`config.mk`:
```
export PLATFORM = sky130hd
export DESIGN_NAME = dvp_pixel_capture
export DESIGN_NICKNAME = d
export VERILOG_FILES = /design/src/rtl/dvp_capture_pkg.sv /design/src/rtl/dvp_beat_packer.sv /design/src/rtl/dvp_pixel_capture.sv
export SDC_FILE = /design/constraint.sdc
export NUM_CORES = 1
export LEC_CHECK = 0
export ABC_AREA = 1
export ABC_CLOCK_PERIOD_IN_PS = 4100
export CORE_UTILIZATION = 30
export DETAILED_ROUTE_END_ITERATION = 10
export PLACE_DENSITY_LB_ADDON = 0.05
export SYNTH_ARGS = -nofsm -noshare
export SYNTH_HDL_FRONTEND = slang
export SYNTH_SLANG_ARGS = --single-unit
```
`constraint.sdc`:
```
create_clock -name cmos_pclk -period 4.1 [get_ports cmos_pclk]
set_input_delay 0.82 -clock cmos_pclk [delete_from_list [all_inputs] [get_ports cmos_pclk]]
set_output_delay 0.82 -clock cmos_pclk [all_outputs]
set_load 0.01 [all_outputs]
```
`src/rtl/dvp_capture_pkg.sv`:
```
// Shared types and constants for the DVP pixel capture front end.
package dvp_capture_pkg;

  typedef enum logic [1:0] {
    IDLE   = 2'd0,
    SKIP   = 2'd1,
    SYNC   = 2'd2,
    ACTIVE = 2'd3
  } cap_state_e;

  localparam int unsigned PIX_BYTES_MIN = 1;
  localparam int unsigned PIX_BYTES_MAX = 3;

  // Beat counter width for a given number of beats per pixel.
  function automatic int unsigned beat_cnt_w(input int unsigned pix_bytes);
    return (pix_bytes > 1) ? $clog2(pix_bytes) : 1;
  endfunction

endpackage

```
`src/rtl/dvp_beat_packer.sv`:
```
// Collects PIX_BYTES bus beats into one pixel word, honouring the beat order swap.
module dvp_beat_packer
  import dvp_capture_pkg::*;
#(
  parameter int unsigned DATA_W    = 8,
  parameter int unsigned PIX_BYTES = 2
) (
  input  logic                        clk,
  input  logic                        rst_n,
  input  logic                        href,
  input  logic [DATA_W-1:0]           d,
  input  logic                        clear,
  input  logic                        swap,
  output logic [PIX_BYTES*DATA_W-1:0] word,
  output logic                        word_valid,
  output logic                        busy
);

  localparam int unsigned WORD_W = PIX_BYTES * DATA_W;
  localparam int unsigned BEAT_W = beat_cnt_w(PIX_BYTES);
  localparam int unsigned LAST   = PIX_BYTES - 1;

  logic [BEAT_W-1:0] beat_cnt;
  logic [WORD_W-1:0] acc;
  logic              last_beat;

  assign last_beat  = (beat_cnt == BEAT_W'(LAST));
  assign word_valid = href & ~clear & last_beat;
  assign busy       = (beat_cnt != '0);

  // Word as it stands with the current beat dropped into its slot.
  always_comb begin
    word = acc;
    for (int k = 0; k < int'(PIX_BYTES); k++) begin
      if (swap ? (32'(beat_cnt) == 32'(k)) : (32'(LAST) - 32'(beat_cnt) == 32'(k))) begin
        word[k*DATA_W +: DATA_W] = d;
      end
    end
  end

  always_ff @(posedge clk or negedge rst_n) begin
    if (!rst_n) begin
      beat_cnt <= '0;
      acc      <= '0;
    end else if (clear) begin
      beat_cnt <= '0;
    end else if (href) begin
      acc      <= word;
      beat_cnt <= last_beat ? '0 : beat_cnt + BEAT_W'(1);
    end
  end

endmodule

```
`src/rtl/dvp_pixel_capture.sv`:
```
// DVP camera capture front end: start-up frame skip, pixel assembly,
// x/y tagging with framing flags, and line/frame geometry checks.
module dvp_pixel_capture
  import dvp_capture_pkg::*;
#(
  parameter int unsigned DATA_W       = 8,
  parameter int unsigned PIX_BYTES    = 2,
  parameter int unsigned DUMMY_FRAMES = 10,
  parameter int unsigned H_ACTIVE     = 640,
  parameter int unsigned V_ACTIVE     = 480,
  parameter int unsigned CNT_W        = 12
) (
  input  logic                        cmos_pclk,
  input  logic                        rst_n,
  input  logic                        cmos_href,
  input  logic                        cmos_vsync,
  input  logic [DATA_W-1:0]           cmos_d,
  input  logic                        cfg_enable,
  input  logic                        cfg_swap,
  output logic [PIX_BYTES*DATA_W-1:0] pix_data,
  output logic                        pix_valid,
  output logic                        pix_sof,
  output logic                        pix_eol,
  output logic [CNT_W-1:0]            pix_x,
  output logic [CNT_W-1:0]            pix_y,
  output logic                        frame_done,
  output logic                        err_line,
  output logic                        err_frame,
  output logic [15:0]                 frame_cnt
);

  localparam int unsigned WORD_W    = PIX_BYTES * DATA_W;
  localparam int unsigned SKIP_W    = (DUMMY_FRAMES > 1) ? $clog2(DUMMY_FRAMES) : 1;
  localparam int unsigned SKIP_LAST = (DUMMY_FRAMES > 0) ? DUMMY_FRAMES - 1 : 0;
  localparam logic [CNT_W-1:0] H_MAX  = CNT_W'(H_ACTIVE);
  localparam logic [CNT_W-1:0] H_LAST = CNT_W'(H_ACTIVE - 1);
  localparam logic [CNT_W-1:0] V_MAX  = CNT_W'(V_ACTIVE);

  if (PIX_BYTES < PIX_BYTES_MIN || PIX_BYTES > PIX_BYTES_MAX) begin : g_bad_pix_bytes
    $error("dvp_pixel_capture: PIX_BYTES must be 1..3");
  end

  cap_state_e        state, state_nxt;
  logic [SKIP_W-1:0] skip_cnt;
  logic              vsync_q, href_q;
  logic              vs_rise, href_fall;
  logic              active;
  logic              line_drop;
  logic              line_eval;
  logic [CNT_W-1:0]  x_cnt, y_cnt;
  logic              x_ovf, y_ovf;
  logic              sof_pend;
  logic              emit;

  logic [WORD_W-1:0] word;
  logic              word_valid, pk_busy, pk_href, pk_clear;

  assign vs_rise   = cmos_vsync & ~vsync_q;
  assign href_fall = ~cmos_href & href_q;
  assign active    = (state == ACTIVE);

  // A line cut by a vsync boundary is ignored until href goes low.
  assign pk_href   = active & cmos_href & ~vs_rise & ~line_drop;
  assign pk_clear  = ~active | vs_rise | href_fall;
  assign line_eval = active & href_fall & ~vs_rise & ~line_drop;
  assign emit      = word_valid & (x_cnt < H_MAX) & (y_cnt < V_MAX);

  dvp_beat_packer #(
    .DATA_W    (DATA_W),
    .PIX_BYTES (PIX_BYTES)
  ) u_packer (
    .clk        (cmos_pclk),
    .rst_n      (rst_n),
    .href       (pk_href),
    .d          (cmos_d),
    .clear      (pk_clear),
    .swap       (cfg_swap),
    .word       (word),
    .word_valid (word_valid),
    .busy       (pk_busy)
  );

  always_ff @(posedge cmos_pclk or negedge rst_n) begin
    if (!rst_n) begin
      vsync_q <= 1'b0;
      href_q  <= 1'b0;
    end else begin
      vsync_q <= cmos_vsync;
      href_q  <= cmos_href;
    end
  end

  always_ff @(posedge cmos_pclk or negedge rst_n) begin
    if (!rst_n) begin
      state <= IDLE;
    end else begin
      state <= state_nxt;
    end
  end

  always_comb begin
    state_nxt = state;
    unique case (state)
      IDLE: begin
        if (cfg_enable) begin
          state_nxt = (DUMMY_FRAMES == 0) ? SYNC : SKIP;
        end
      end
      SKIP: begin
        if (!cfg_enable) begin
          state_nxt = IDLE;
        end else if (vs_rise && (skip_cnt == SKIP_W'(SKIP_LAST))) begin
          state_nxt = SYNC;
        end
      end
      SYNC: begin
        if (!cfg_enable) begin
          state_nxt = IDLE;
        end else if (vs_rise) begin
          state_nxt = ACTIVE;
        end
      end
      ACTIVE: begin
        // Disable only takes effect at a frame boundary.
        if (vs_rise && !cfg_enable) begin
          state_nxt = IDLE;
        end
      end
      default: state_nxt = IDLE;
    endcase
  end

  always_ff @(posedge cmos_pclk or negedge rst_n) begin
    if (!rst_n) begin
      skip_cnt <= '0;
    end else if (state != SKIP) begin
      skip_cnt <= '0;
    end else if (vs_rise) begin
      skip_cnt <= skip_cnt + SKIP_W'(1);
    end
  end

  always_ff @(posedge cmos_pclk or negedge rst_n) begin
    if (!rst_n) begin
      line_drop <= 1'b0;
    end else if (!cmos_href) begin
      line_drop <= 1'b0;
    end else if (active && vs_rise) begin
      line_drop <= 1'b1;
    end
  end

  // Line/frame position; x and y saturate and flag overflow instead of wrapping.
  always_ff @(posedge cmos_pclk or negedge rst_n) begin
    if (!rst_n) begin
      x_cnt <= '0;
      x_ovf <= 1'b0;
      y_cnt <= '0;
      y_ovf <= 1'b0;
    end else if (!active || vs_rise) begin
      x_cnt <= '0;
      x_ovf <= 1'b0;
      y_cnt <= '0;
      y_ovf <= 1'b0;
    end else if (line_eval) begin
      x_cnt <= '0;
      x_ovf <= 1'b0;
      if ((x_cnt != '0) || x_ovf) begin
        if (y_cnt == V_MAX) begin
          y_ovf <= 1'b1;
        end else begin
          y_cnt <= y_cnt + CNT_W'(1);
        end
      end
    end else if (word_valid) begin
      if (x_cnt == H_MAX) begin
        x_ovf <= 1'b1;
      end else begin
        x_cnt <= x_cnt + CNT_W'(1);
      end
    end
  end

  always_ff @(posedge cmos_pclk or negedge rst_n) begin
    if (!rst_n) begin
      sof_pend <= 1'b0;
    end else if (vs_rise && (state_nxt == ACTIVE)) begin
      sof_pend <= 1'b1;
    end else if (emit) begin
      sof_pend <= 1'b0;
    end
  end

  always_ff @(posedge cmos_pclk or negedge rst_n) begin
    if (!rst_n) begin
      pix_valid <= 1'b0;
      pix_data  <= '0;
      pix_x     <= '0;
      pix_y     <= '0;
      pix_sof   <= 1'b0;
      pix_eol   <= 1'b0;
    end else begin
      pix_valid <= emit;
      if (emit) begin
        pix_data <= word;
        pix_x    <= x_cnt;
        pix_y    <= y_cnt;
        pix_sof  <= sof_pend;
        pix_eol  <= (x_cnt == H_LAST);
      end
    end
  end

  // Geometry checks and frame accounting.
  always_ff @(posedge cmos_pclk or negedge rst_n) begin
    if (!rst_n) begin
      frame_done <= 1'b0;
      err_line   <= 1'b0;
      err_frame  <= 1'b0;
      frame_cnt  <= '0;
    end else begin
      frame_done <= active & vs_rise;
      err_frame  <= active & vs_rise & ((y_cnt != V_MAX) | y_ovf);
      err_line   <= (line_eval & ((x_cnt != H_MAX) | x_ovf | pk_busy)) |
                    (active & vs_rise & cmos_href);
      if (active && vs_rise) begin
        frame_cnt <= frame_cnt + 16'd1;
      end
    end
  end

endmodule

```
# Yosys cells after proc, flatten, opt, wreduce, memory -nomap -nowiden
# Cells that the tools add are included.
# Widths: inputs -> output; s select.
# classes
magnitude_cmp	2
muxes	36
bitwise	29
n_eq_ne	15
add_sub_neg	6
n_reduce_logical	24
# ops
cell	count
$mux 12	8
$eq 32x1->1 const B	1
$logic_not 32->1	1
$add 12x1->12 const B	2
$eq 12x10->1 const B	2
$mux 1	17
$add 16x1->16 const B	1
$and 1x1->1	16
$mux 8	2
$eq 12x9->1 const B	1
$lt 12x10->1 const B	1
$lt 12x9->1 const B	1
$mux 2	6
$ne 12x10->1 const B	1
$ne 12x9->1 const B	1
$reduce_bool 12->1	1
$reduce_bool 2->1	6
$mux 4	2
$pmux 2 s4	1
$not 1->1	7
$eq 2x2->1 const B	3
$or 1x1->1	6
$reduce_and 2->1	3
$reduce_and 3->1	2
other kinds (13)	20
# word_totals
inputBits	14
reg_bits	115

# Depth between registers and ports, before layout
# depth
word_depth	11
ltp_mapped	11

# Hierarchy
# Synthesis repeated with hierarchy kept, for this count alone.
# unflattened
cells_unflattened	744
area_unflattened_um2	5895.7
# by_module_without_submodules
mod	area_per_inst_um2	n_inst	cells_each
dvp_pixel_capture	4819.6	1	597
dvp_beat_packer	1076.0	1	147

# Least setup slack after synthesis
# OpenSTA, ideal clock, no wires.
# synth_path
kind	input to register
from	input port cmos_href
to	register pix_x[9]
slack_ns	2.168
setup_time_ns	0.117
arrival_ns	1.815
cell_stages	10
n_path_buf	1
cell_sequence	inv_1 > nor2_1 > nand3_4 > nor2_4 > inv_2 > nor2_4 > nand2_4 > buf_6 > nand2_2 > o21ai_2
# synth_via
elab_chain_len	8
# synth_lines
element	line	text
from (decl)	dvp_pixel_capture.sv:15	input logic cmos_href,
$not 1->1	dvp_pixel_capture.sv:59	assign href_fall = ~cmos_href & href_q;
$and 1x1->1	dvp_pixel_capture.sv:59	
$or 1x1->1	dvp_pixel_capture.sv:64	assign pk_clear = ~active | vs_rise | href_fall;
$not 1->1 (no line)	--	
$and 1x1->1 (*) (2 in a row)	dvp_beat_packer.sv:28	assign word_valid = href & ~clear & last_beat;
$and 1x1->1 (*) (2 in a row)	dvp_pixel_capture.sv:66	assign emit = word_valid & (x_cnt < H_MAX) & (y_cnt < V_MAX);
to (signal assigned)	dvp_pixel_capture.sv:206	pix_x <= x_cnt;
to (decl)	dvp_pixel_capture.sv:24	output logic [CNT_W-1:0] pix_x,
# Every way passes the cells marked *; elsewhere a longest branch is shown, timed or not.
# A chain may end at the register's enable or synchronous reset.

# Final worst setup path
# layout_path
from	input port cmos_href
to	register pix_y[10]
# layout_via
elab_chain_len	8
# layout_lines
element	line	text
$not 1->1	dvp_pixel_capture.sv:59	
$and 1x1->1	dvp_pixel_capture.sv:59	
$or 1x1->1	dvp_pixel_capture.sv:64	
$not 1->1 (no line)	--	
$and 1x1->1 (*) (2 in a row)	dvp_beat_packer.sv:28	
$and 1x1->1 (*) (2 in a row)	dvp_pixel_capture.sv:66	
named net emit	dvp_pixel_capture.sv:53	logic emit;
to (signal assigned)	dvp_pixel_capture.sv:207	pix_y <= y_cnt;
to (decl)	dvp_pixel_capture.sv:25	output logic [CNT_W-1:0] pix_y,
# The timed path passes the listed nets; every way through them passes the cells marked *.

==> results.md <==
- Share of the yosys chip area belonging to registers: 50.35%
- Ratio of cells with drive above 1 in the final layout: 9.248%
- Kind of critical path: input port to flop
- Status: finished, violations left
- Floorplan die height: 140.0 µm
- Net count of the finished layout: 819
- Number of clock buffers inserted by TritonCTS: 17
- Netlist Area Pre-Place: 0.005715 mm²
- Final worst-path setup slack: 1.600 ns
- Routability congestion estimate from global placement: 0.8435
- Number of antenna violations at the first check in global routing: 0
- Max-slew violation count: 0
- Clk Latency, worst-skew pair: 0.41 ns
- Net count after synthesis: 739
- Slack of the worst reg-to-reg path: 2.01 ns
- Violated checks: design-rule violations
- Max_slew headroom: 41.14%
- Via count of the first global-routing pass: 4,768
- Number of buffers added for setup after CTS: 0
- Remaining global-route overflow: 0
- Setup repair after global routing missed its margin: no
- Gate count after technology mapping: 718
- Number of enable flip-flop cells after synthesis: 0
- Synth cell types: 33
- I/O Buffers: 75
- First-pass detailed-route iteration total: 7
- CTS max path bufs: 2
- Largest cells by area after synthesis: sky130_fd_sc_hd__dfrtp_1, sky130_fd_sc_hd__nand2_1, sky130_fd_sc_hd__inv_1
- Remaining antenna violation count after routing: 0
- Highest clock rate: 0.4000 GHz
- Average routed wire per standard cell: 13.53 µm
- Crit path launch type: input port
- Synth warnings: 0
- Pwr Density: 365.0 mW/mm²
- Worst Path Required: 4.39 ns
- Total number of vias: 4,816
- CP max FO: 54
- Post-synthesis async set-or-reset flop share: 100.0%
- Dpl ws: 1.174 ns
- Iteration-0 DRC Markers: 236
- Total of flip-flops plus latches after synthesis: 115
- Top flip-flop cell by instance count after synthesis: sky130_fd_sc_hd__dfrtp_1
- Effective utilization at floorplan: 30.56%
- Post-synth top area cell: sky130_fd_sc_hd__dfrtp_1
- DRC: 1
- Resized Gates After CTS: 0
- Share of the clock period used by the worst path after layout: 60.97%
- Most frequent cells after synthesis: sky130_fd_sc_hd__nand2_1, sky130_fd_sc_hd__dfrtp_1, sky130_fd_sc_hd__inv_1
- Floorplan die area: 0.01961 mm²
- Cell Chain, Critical Path: clkdlybuf4s50_1 > inv_1 > nor2_1 > nand3_4 > nor2_4 > inv_2 > nor2_4 > nand2_4 > inv_1 > nor2_1
- Sum of routed wire length over all layers: 14,140 µm
- Final TNS setup: 0 ns
- CTS clock-pin slew for the worst setup and hold paths: 0.05 ns
- Global-route usage over all layers: 15.71%
- Number of hold buffers added after cts: 0
- Filler cell count in the final layout: 1,907
- Master of the slowest instance on the critical path: sky130_fd_sc_hd__clkdlybuf4s50_1
- Placement Rows: 50
- Clock tree from TritonCTS: done
- Transition time of the tightest slew-check pin: 0.8819 ns
- Max-cap violation count: 0
- Root Driver: sky130_fd_sc_hd__clkbuf_16
- First-pass GRT wire length: 24,150 µm
- Most used standard cell by instance count after synthesis: sky130_fd_sc_hd__nand2_1
- Worst IR drop on VDD: 0.2780 mV
- Core area: 0.01871 mm²
- Pin count of the biggest net entering global routing: 59
- Number of I/O pins: 76
- Number of cell instances on the worst register-to-register path: 9
- Final setup violation count: 0
- Growth of design area from synthesis to finish: 27.21%
- Post-synthesis average cell area: 7.960 µm²
- Die Span X: 140.0 µm
- R2R Path End: pix_y[10]
- Worst path max stage delay: 0.47 ns
- Overall power: 0.002653 W
- Hold WS: 0.4701 ns
- Via/cell ratio: 4.609
- Number of clock sinks seen by CTS: 115
- Reported leakage power: 3.421 nW
- Hold crit path type: flop to flop
- Antenna diode count: 0
- Maximum clock skew at final layout: 0.008461 ns
- Dpl hpwl: 9973 µm
- Number of H-tree branching levels: 4
- Kind of capture point of the worst setup path: flop
- Share of Yosys cell area claimed by the top area cell type: 50.35%
- Reg-to-reg critical path startpoint: x_cnt[8]
- Worst setup endpoint: pix_y[10]
- Timing startpoint of the critical path: cmos_href
- Worst EP arrival: 2.79 ns
- Final number of hold-violating endpoints: 0
- Final worst path period need: 2.500 ns
## kinds of logic (layout without fill, tap and decap cells)
group	Yosys count	in the layout	synth area share (%)
AOI/OAI and AO/OA	77	77	7.837
and+or+nand+nor	394	394	29.51
adders and majority gates	7	7	1.532
DFF	115	115	50.35
buffers and inverters	106	199	7.859
xor gates and xnor gates	19	19	2.912
## cells in the final DEF, fill, tap and decap left out, types with 2 or more instances in the layout
cell | netlist | layout
sky130_fd_sc_hd__a21oi_1 | 18 | 18
sky130_fd_sc_hd__buf_4 | 1 | 7
sky130_fd_sc_hd__bufinv_16 | 0 | 2
sky130_fd_sc_hd__clkbuf_1 | 7 | 3
sky130_fd_sc_hd__clkbuf_16 | 0 | 17
sky130_fd_sc_hd__clkbuf_8 | 0 | 2
sky130_fd_sc_hd__clkdlybuf4s50_1 | 0 | 74
sky130_fd_sc_hd__clkinv_2 | 0 | 5
sky130_fd_sc_hd__clkinvlp_4 | 0 | 3
sky130_fd_sc_hd__dfrtp_1 | 115 | 115
sky130_fd_sc_hd__ha_1 | 7 | 7
sky130_fd_sc_hd__inv_1 | 80 | 80
sky130_fd_sc_hd__inv_2 | 5 | 5
sky130_fd_sc_hd__nand2_1 | 213 | 213
sky130_fd_sc_hd__nand2_2 | 7 | 7
sky130_fd_sc_hd__nand3_1 | 59 | 59
sky130_fd_sc_hd__nand4_1 | 14 | 14
sky130_fd_sc_hd__nor2_1 | 78 | 78
sky130_fd_sc_hd__nor2_2 | 3 | 3
sky130_fd_sc_hd__nor2_4 | 2 | 2
sky130_fd_sc_hd__nor3_1 | 10 | 10
sky130_fd_sc_hd__o21ai_0 | 38 | 38
sky130_fd_sc_hd__o21ai_1 | 3 | 3
sky130_fd_sc_hd__o21ai_2 | 15 | 15
sky130_fd_sc_hd__xnor2_1 | 5 | 4
sky130_fd_sc_hd__xor2_1 | 14 | 14
## sequential cells by signal (all words and copies together) (netlist names), 2 cells and up
register      cells
frame_cnt        16
pix_data         16
pix_x            12
pix_y            12
skip_cnt          4
state             2
u_packer.acc     16
x_cnt            12
y_cnt            12
## worst min-delay path by stage
stage,start,to,slack (ns),cells past startpoint
finish,pix_data[9],pix_data[9],0.47,2
global route,pix_data[15],pix_data[15],0.50,2
CTS,skip_cnt[3],skip_cnt[3],0.47,1
detailed placement,pix_y[4],pix_y[4],0.46,2
global placement,skip_cnt[3],skip_cnt[3],0.46,1
floorplan,skip_cnt[3],skip_cnt[3],0.43,1
## critical path: cells and delay by family
family | cells | cell delay (ns)
buffers and inverters | 4 | 0.96
AND/OR/NAND/NOR | 6 | 1.00
## layout make-up
cell class                 count  area [µm²]  share of cell area, %
sequential                   115        2878                  39.58
inverter                      85       319.1                  4.388
timing repair buffer          82       813.3                  11.19
clock inverter                10       107.6                  1.480
multi-input combinational    497        2396                  32.95
tap                          234       292.8                  4.027
clock buffer                  22       464.2                  6.384
## per-stage QoR
step	instances	instance area [µm²]	utilization, %
final	1045	7271	38.87
after floorplan	718	5715	-
after CTS	1045	7271	38.87
after detailed placement	1013	6699	35.81
after global placement	1013	6699	35.81
after global routing	1045	7271	38.87
## power by group
part,internal [W],switching [W]
Sequential,0.00114,0.00000398
Clock,0.000920,0.000518
Combinational,0.0000223,0.0000490
Total,0.00208,0.000571
## per-layer routing
metal	global-route usage (%)	vias up	wire, µm
met5	0	-	0
li1	-	2429	-
met4	6.246	0	239
met1	20.19	2287	6860
met2	25.58	83	6612
met3	3.590	17	432
Note: power is estimated with default switching activity, not from simulation.
